`src/rtl/calc_pkg.sv`:
```
// Shared definitions for the calculator entry path: operator codes and FSM states.
package calc_pkg;

    localparam logic [2:0] OP_NONE = 3'b000;
    localparam logic [2:0] OP_ADD  = 3'b001;
    localparam logic [2:0] OP_SUB  = 3'b010;
    localparam logic [2:0] OP_MUL  = 3'b011;
    localparam logic [2:0] OP_DIV  = 3'b100;
    localparam logic [2:0] OP_MOD  = 3'b101;

    typedef enum logic [1:0] {
        S_A    = 2'd0,
        S_B    = 2'd1,
        S_EXEC = 2'd2,
        S_DONE = 2'd3
    } state_t;

endpackage

```
`src/rtl/calc_entry_fsm_if.sv`:
```
// Keypad-side inputs and arithmetic-unit request bus of the entry FSM.
interface calc_entry_fsm_if #(
    parameter int WIDTH = 16
);
    logic             numberflag;
    logic [3:0]       key_value;
    logic             opflag;
    logic [2:0]       operator;
    logic             equal;
    logic [WIDTH-1:0] op_a;
    logic [WIDTH-1:0] op_b;
    logic [2:0]       alu_op;
    logic             exec_valid;
    logic             exec_ready;
    logic [WIDTH-1:0] disp_value;
    logic             digit_ovf;

    // master is the entry FSM; slave is the keypad/ALU side.
    modport master (
        input  numberflag, key_value, opflag, operator, equal, exec_ready,
        output op_a, op_b, alu_op, exec_valid, disp_value, digit_ovf
    );

    modport slave (
        output numberflag, key_value, opflag, operator, equal, exec_ready,
        input  op_a, op_b, alu_op, exec_valid, disp_value, digit_ovf
    );
endinterface

```
`src/rtl/calc_entry_fsm_bcd_accum.sv`:
```
// One decimal operand: value register, digit counter and x10+d accumulation.
module bcd_accum #(
    parameter int WIDTH      = 16,
    parameter int MAX_DIGITS = 4
) (
    input  logic             clk,
    input  logic             RST,
    input  logic             clr,
    input  logic             load,
    input  logic             add,
    input  logic [3:0]       digit,
    output logic [WIDTH-1:0] value,
    output logic             empty,
    output logic             full
);
    localparam int CW = $clog2(MAX_DIGITS + 1);

    logic [CW-1:0] cnt;

    function automatic logic [WIDTH-1:0] mul10_add(input logic [WIDTH-1:0] v,
                                                   input logic [3:0]       d);
        return (v << 3) + (v << 1) + {{(WIDTH-4){1'b0}}, d};
    endfunction

    always_ff @(posedge clk or negedge RST) begin
        if (!RST) begin
            value <= '0;
            cnt   <= '0;
        end else if (clr) begin
            value <= '0;
            cnt   <= '0;
        end else if (load) begin
            value <= {{(WIDTH-4){1'b0}}, digit};
            cnt   <= CW'(1);
        end else if (add && !full) begin
            value <= mul10_add(value, digit);
            cnt   <= cnt + CW'(1);
        end
    end

    assign empty = (cnt == '0);
    assign full  = (int'(cnt) >= MAX_DIGITS);

endmodule

```
`src/rtl/calc_entry_fsm.sv`:
```
// Keypress-to-operand entry FSM: builds op_a, operator, op_b and hands them to the ALU.
module calc_entry_fsm
    import calc_pkg::*;
#(
    parameter int WIDTH      = 16,
    parameter int MAX_DIGITS = 4
) (
    input logic            clk,
    input logic            RST,
    calc_entry_fsm_if.master bus
);
    state_t           state, state_d;
    logic             num_q, op_q, eq_q;
    logic [2:0]       alu_op_r, alu_d;
    logic             valid_r, valid_d;
    logic             ovf_r, ovf_d;
    logic             a_add, a_load, b_add, b_clr;
    logic [WIDTH-1:0] a_val, b_val, disp;
    logic             a_full, a_empty_unused, b_full, b_empty;
    logic             num_ev, op_ev, eq_ev, dig_ok, op_ok;

    bcd_accum #(.WIDTH(WIDTH), .MAX_DIGITS(MAX_DIGITS)) u_acc_a (
        .clk(clk), .RST(RST), .clr(1'b0), .load(a_load), .add(a_add),
        .digit(bus.key_value), .value(a_val), .empty(a_empty_unused), .full(a_full)
    );

    bcd_accum #(.WIDTH(WIDTH), .MAX_DIGITS(MAX_DIGITS)) u_acc_b (
        .clk(clk), .RST(RST), .clr(b_clr), .load(1'b0), .add(b_add),
        .digit(bus.key_value), .value(b_val), .empty(b_empty), .full(b_full)
    );

    always_ff @(posedge clk or negedge RST) begin
        if (!RST) begin
            state    <= S_A;
            num_q    <= 1'b0;
            op_q     <= 1'b0;
            eq_q     <= 1'b0;
            alu_op_r <= OP_NONE;
            valid_r  <= 1'b0;
            ovf_r    <= 1'b0;
        end else begin
            state    <= state_d;
            num_q    <= bus.numberflag;
            op_q     <= bus.opflag;
            eq_q     <= bus.equal;
            alu_op_r <= alu_d;
            valid_r  <= valid_d;
            ovf_r    <= ovf_d;
        end
    end

    // One event per keypress; equal outranks op, op outranks digit.
    assign num_ev = bus.numberflag & ~num_q;
    assign op_ev  = bus.opflag & ~op_q;
    assign eq_ev  = bus.equal & ~eq_q;
    assign dig_ok = (bus.key_value <= 4'd9);
    assign op_ok  = (bus.operator != OP_NONE);

    always_comb begin
        state_d = state;
        alu_d   = alu_op_r;
        valid_d = valid_r;
        ovf_d   = ovf_r;
        a_add   = 1'b0;
        a_load  = 1'b0;
        b_add   = 1'b0;
        b_clr   = 1'b0;
        unique case (state)
            S_A: begin
                if (!eq_ev) begin
                    if (op_ev) begin
                        if (op_ok) begin
                            alu_d   = bus.operator;
                            b_clr   = 1'b1;
                            state_d = S_B;
                        end
                    end else if (num_ev && dig_ok) begin
                        if (a_full) ovf_d = 1'b1;
                        else        a_add = 1'b1;
                    end
                end
            end
            S_B: begin
                if (eq_ev) begin
                    if (!b_empty) begin
                        valid_d = 1'b1;
                        state_d = S_EXEC;
                    end
                end else if (op_ev) begin
                    if (op_ok && b_empty) alu_d = bus.operator;
                end else if (num_ev && dig_ok) begin
                    if (b_full) ovf_d = 1'b1;
                    else        b_add = 1'b1;
                end
            end
            S_EXEC: begin
                if (bus.exec_ready) begin
                    valid_d = 1'b0;
                    state_d = S_DONE;
                end
            end
            S_DONE: begin
                if (!eq_ev) begin
                    if (op_ev) begin
                        if (op_ok) begin
                            alu_d   = bus.operator;
                            b_clr   = 1'b1;
                            state_d = S_B;
                        end
                    end else if (num_ev && dig_ok) begin
                        a_load  = 1'b1;
                        b_clr   = 1'b1;
                        ovf_d   = 1'b0;
                        state_d = S_A;
                    end
                end
            end
            default: state_d = S_A;
        endcase
    end

    // Show op_a until the first digit of op_b arrives.
    always_comb begin
        disp = b_val;
        if (state == S_A || (state == S_B && b_empty)) disp = a_val;
    end

    assign bus.op_a       = a_val;
    assign bus.op_b       = b_val;
    assign bus.alu_op     = alu_op_r;
    assign bus.exec_valid = valid_r;
    assign bus.disp_value = disp;
    assign bus.digit_ovf  = ovf_r;

endmodule

```
`src/flat_wrapper.sv`:
```
// flat-port wrapper written by rule: the top's interface ports become plain ports
module calc_entry_fsm_flat import calc_pkg::*;
#(
    parameter int WIDTH      = 16,
    parameter int MAX_DIGITS = 4
)
  (clk, RST, bus_numberflag, bus_key_value, bus_opflag, bus_operator, bus_equal, bus_exec_ready, bus_op_a, bus_op_b, bus_alu_op, bus_exec_valid, bus_disp_value, bus_digit_ovf);
  calc_entry_fsm_if #(.WIDTH(WIDTH)) bus_i ();
  input logic clk;
  input logic RST;
  input wire logic [$bits(bus_i.numberflag)-1:0] bus_numberflag;
  input wire logic [$bits(bus_i.key_value)-1:0] bus_key_value;
  input wire logic [$bits(bus_i.opflag)-1:0] bus_opflag;
  input wire logic [$bits(bus_i.operator)-1:0] bus_operator;
  input wire logic [$bits(bus_i.equal)-1:0] bus_equal;
  input wire logic [$bits(bus_i.exec_ready)-1:0] bus_exec_ready;
  output wire logic [$bits(bus_i.op_a)-1:0] bus_op_a;
  output wire logic [$bits(bus_i.op_b)-1:0] bus_op_b;
  output wire logic [$bits(bus_i.alu_op)-1:0] bus_alu_op;
  output wire logic [$bits(bus_i.exec_valid)-1:0] bus_exec_valid;
  output wire logic [$bits(bus_i.disp_value)-1:0] bus_disp_value;
  output wire logic [$bits(bus_i.digit_ovf)-1:0] bus_digit_ovf;
  assign bus_i.numberflag = bus_numberflag;
  assign bus_i.key_value = bus_key_value;
  assign bus_i.opflag = bus_opflag;
  assign bus_i.operator = bus_operator;
  assign bus_i.equal = bus_equal;
  assign bus_i.exec_ready = bus_exec_ready;
  assign bus_op_a = bus_i.op_a;
  assign bus_op_b = bus_i.op_b;
  assign bus_alu_op = bus_i.alu_op;
  assign bus_exec_valid = bus_i.exec_valid;
  assign bus_disp_value = bus_i.disp_value;
  assign bus_digit_ovf = bus_i.digit_ovf;
  calc_entry_fsm #(.WIDTH(WIDTH), .MAX_DIGITS(MAX_DIGITS)) u_core (.clk(clk), .RST(RST), .bus(bus_i));
endmodule
```
`config.mk`:
```
export PLATFORM = sky130hd
export DESIGN_NAME = calc_entry_fsm_flat
export DESIGN_NICKNAME = d
export VERILOG_FILES = /design/src/rtl/calc_pkg.sv /design/src/rtl/calc_entry_fsm_if.sv /design/src/rtl/calc_entry_fsm_bcd_accum.sv /design/src/rtl/calc_entry_fsm.sv /design/src/flat_wrapper.sv
export SDC_FILE = /design/constraint.sdc
export NUM_CORES = 1
export LEC_CHECK = 0
export ABC_AREA = 1
export CAP_MARGIN = 30
export CORE_MARGIN = 3
export CORE_UTILIZATION = 55
export DETAILED_ROUTE_END_ITERATION = 12
export PLACE_DENSITY = 0.9
export SETUP_SLACK_MARGIN = 0.15
export SYNTH_ARGS = -nofsm -noshare
export SYNTH_HDL_FRONTEND = slang
export SYNTH_SLANG_ARGS = --single-unit
```
`constraint.sdc`:
```
create_clock -name clk -period 3 [get_ports clk]
set_input_delay 0.6 -clock clk [delete_from_list [all_inputs] [get_ports clk]]
set_output_delay 0.6 -clock clk [all_outputs]
set_load 0.05 [all_outputs]
```
==> impl_metrics.yaml <==
worst_setup_path:
  required_ns: 2.40
  slowest_stage: "dfrtp_1"
  critPathKind: "flip-flop to primary output"
  arrival_ns: 2.13
  r2r_cells: 15
  worstPathCellList: "inv_1 -> ha_1 -> inv_2 -> nor2_4 -> nand2_4 -> nand2_4 -> mux2_2 -> buf_4"
  cp_max_fo: 5
  cp-end-kind: "primary output"
  cp-start-kind: "flip-flop"
  crit_top_cell: "nand2_4"
  slowest_delay_ns: 0.44
routing:
  drc: 0
  drt_iter0_drc: 256
  vias_per_cell: 5.499
  drtAntennaViolNets: 0
  first_pass_iters: 7
  wl_per_cell_um: 14.98
  routed_wl_mm: 10.94
  vias: 4014
power:
  leakage_nw: 2.789
  powerDensity_nw_per_um2: 901.3
  p_seq_frac: 0.234
  p_int_w: 0.002163
  ir_drop_mv: 0.7987
  swShare: 0.5368
  pwr-share-comb: 0.692
  p_sw_w: 0.002507
  p_clk_frac: 0.075
grt:
  grt-ovfl-total: 0
  grt_max_degree: 40
  grt_util_all_layers: 0.2556
  grt_pass1_vias: 3925
  antenna_found_initial: 0
  grt_pass1_wl_mm: 18.04
outcome:
  outcome: "completed"
synthesis:
  synth.distinct_cells: 39
  syn_area_per_cell_um2: 7.701
  synth_cells: 556
  synth_edf_count: 0
  ys_seq_area_frac: 0.2805
  async_reset_ff_frac: 1.000
  syn_nets: 634
  ys.flop_type: "dfrtp_1"
  synth-seq-cells: 48
  yosys.area.top_type: "dfrtp_1"
  synth_area_um2: 4282
  yosys_warnings: 0
  netlist.area_leader.share: 0.2805
  synthTopCellsByArea: "dfrtp_1 (28%), ha_1 (18%), nand2_1 (15%)"
timing:
  max-slew-margin-rel: 0.6593
  fmax_mhz: 365.7
  setup_violations: 0
  fin_worst_skew_ns: 0.006091
  min_period_ns: 2.734
  worst_pin_slew_ns: 0.5094
  report.final.slew_viol_count: 0
  fin_crit_sh: 0.9114
  finalHoldViolCount: 0
  setup_ws_ns: 0.2657
  rsz0062_at_grt: "yes"
floorplan:
  rows: 31
  die_w_um: 94.23
  initial_core_util: 0.5779
  design.die.area_um2: 8879
  die_h_um: 94.23
  core_um2: 7408
  io_pins: 66
clocking:
  cts.hold.buffers_added: 0
  numCtsBuffers: 5
  clock_latency_ns: 0.30
  cts-root-buf: "clkbuf_8"
  ctsHtreeMaxLevel: 2
  cts_sinks: 48
  clkTransAtPathRegs_ns: 0.08
  clk_path_buf_depth: 2
  tritoncts: "yes"
placement:
  place_hpwl_mm: 8.523
  gp_congestion: 0.9694
  placed_area_um2: 5039
  preCtsSetupSlack_ns: -0.06928
  io_buffers: 65
hold_path:
  hold_class: "input port to asynchronous set/reset pin"
run:
  cap_viol_max_count: 0
cells_and_area:
  synthToLayoutAreaGrowth_pct: 21.01
  final_nets: 711
  final_cell_mix: "nand2_1 (166), inv_1 (65), ha_1 (60)"
  fin_area_um2: 5181
  utilization: 0.6994
  final_common_cell: "nand2_1"
  drive_above_1_share: 0.1300
  fill_cells: 576
  diodes: 0
## power groups by stage
stage          clock [W]  combinational (W)  sequential (W)
6_report        0.000350            0.00323         0.00109
5_1_grt         0.000376            0.00351         0.00111
4_1_cts         0.000357            0.00315         0.00109
3_5_place_dp           0            0.00305         0.00110
3_3_place_gp           0            0.00296         0.00109
2_1_floorplan          0            0.00172         0.00150
## through the flow
| step | cells | power (W) | hold WS, ns | TNS, ns |
|---|---|---|---|---|
| finish | 730 | 0.004670 | 0.1661 | 0 |
| global route | 730 | 0.004996 | 0.1759 | 0 |
| CTS | 728 | 0.004596 | 0.1713 | 0 |
| detailed placement | 720 | 0.004147 | 0.4866 | -0.1748 |
| global placement | 719 | 0.004044 | 0.4771 | 0 |
| floorplan | 556 | 0.003219 | 0.3044 | 0 |
## logic make-up (layout without fill, tap and decap cells)
family	Yosys count	count (layout)	synth area share
adders and majority gates	65	65	0.1970
AOI/OAI and AO/OA	64	64	0.08241
DFF	48	48	0.2805
buffers and inverters	79	152	0.08065
and+or+nand+nor	269	271	0.2867
xor gates and xnor gates	15	15	0.03068
muxes	16	16	0.04208
## critical path: cells and delay by family, from the launching register on
family / cells / cell delay [ns]
simple gates: 3 / 0.40
flops: 1 / 0.44
mux: 1 / 0.36
fa+ha+maj: 1 / 0.23
buf+inv: 3 / 0.40
## registers in the layout, summed over array words and instances, names as in the netlist
signal,flops
u_core.bus.alu_op,3
u_core.bus.digit_ovf,1
u_core.bus.exec_valid,1
u_core.eq_q,1
u_core.num_q,1
u_core.op_q,1
u_core.state,2
u_core.u_acc_a.cnt,3
u_core.u_acc_a.value,16
u_core.u_acc_b.cnt,3
u_core.u_acc_b.value,16
## cell type report
type / count / area, µm² / area share
Clock buffer: 5 / 68.82 / 0.01328
Sequential cell: 48 / 1201 / 0.2318
Inverter: 72 / 274.0 / 0.05289
Multi-Input combinational cell: 431 / 2783 / 0.5371
Timing Repair Buffer: 75 / 730.7 / 0.1410
Tap cell: 99 / 123.9 / 0.02391
## routing by layer
layer,wire length (µm),GRT usage,vias to the layer above,share of wire
li1,-,-,1963,-
met1,4252,0.2949,1882,0.39
met2,5694,0.4846,146,0.52
met3,793,0.04327,23,0.073
met4,195,0.06258,0,0.018
met5,0,0,-,0
## repair_timing
item,4_1_cts,5_1_grt
endpoints found under the setup margin,15,18
gates cloned,2,0
buffers inserted,1,2
gates resized for setup,4,9
pin swaps,2,0
## cells in the mapped netlist, types with 6 or more instances
| cell | count |
|---|---|
| a21oi_1 | 19 |
| nand3_1 | 39 |
| xnor2_1 | 6 |
| dfrtp_1 | 48 |
| o21ai_0 | 24 |
| nand2_1 | 167 |
| inv_1 | 66 |
| o21ai_1 | 7 |
| nor2_1 | 32 |
| nand3_2 | 9 |
| inv_2 | 6 |
| ha_1 | 61 |
| mux2_2 | 14 |
| xor2_1 | 9 |
## path summary, 6_finish.rpt
path                                                      from                                   end  slack, ns
hold reg to reg               u_core.bus.digit_ovf$_DFFE_PN0P_      u_core.bus.digit_ovf$_DFFE_PN0P_       0.51
setup / recovery                   u_core.state[1]$_DFFE_PN0P_                     bus_disp_value[1]       0.27
min in group clk              u_core.bus.digit_ovf$_DFFE_PN0P_      u_core.bus.digit_ovf$_DFFE_PN0P_       0.51
max in group asynchronous                                  RST     u_core.bus.exec_valid$_DFFE_PN0P_       2.34
hold / removal                                             RST  u_core.u_acc_a.value[13]$_DFFE_PN0P_       0.17
setup reg to reg           u_core.u_acc_b.value[0]$_DFFE_PN0P_  u_core.u_acc_b.value[15]$_DFFE_PN0P_       0.56
(Power assumes the default switching activity.)
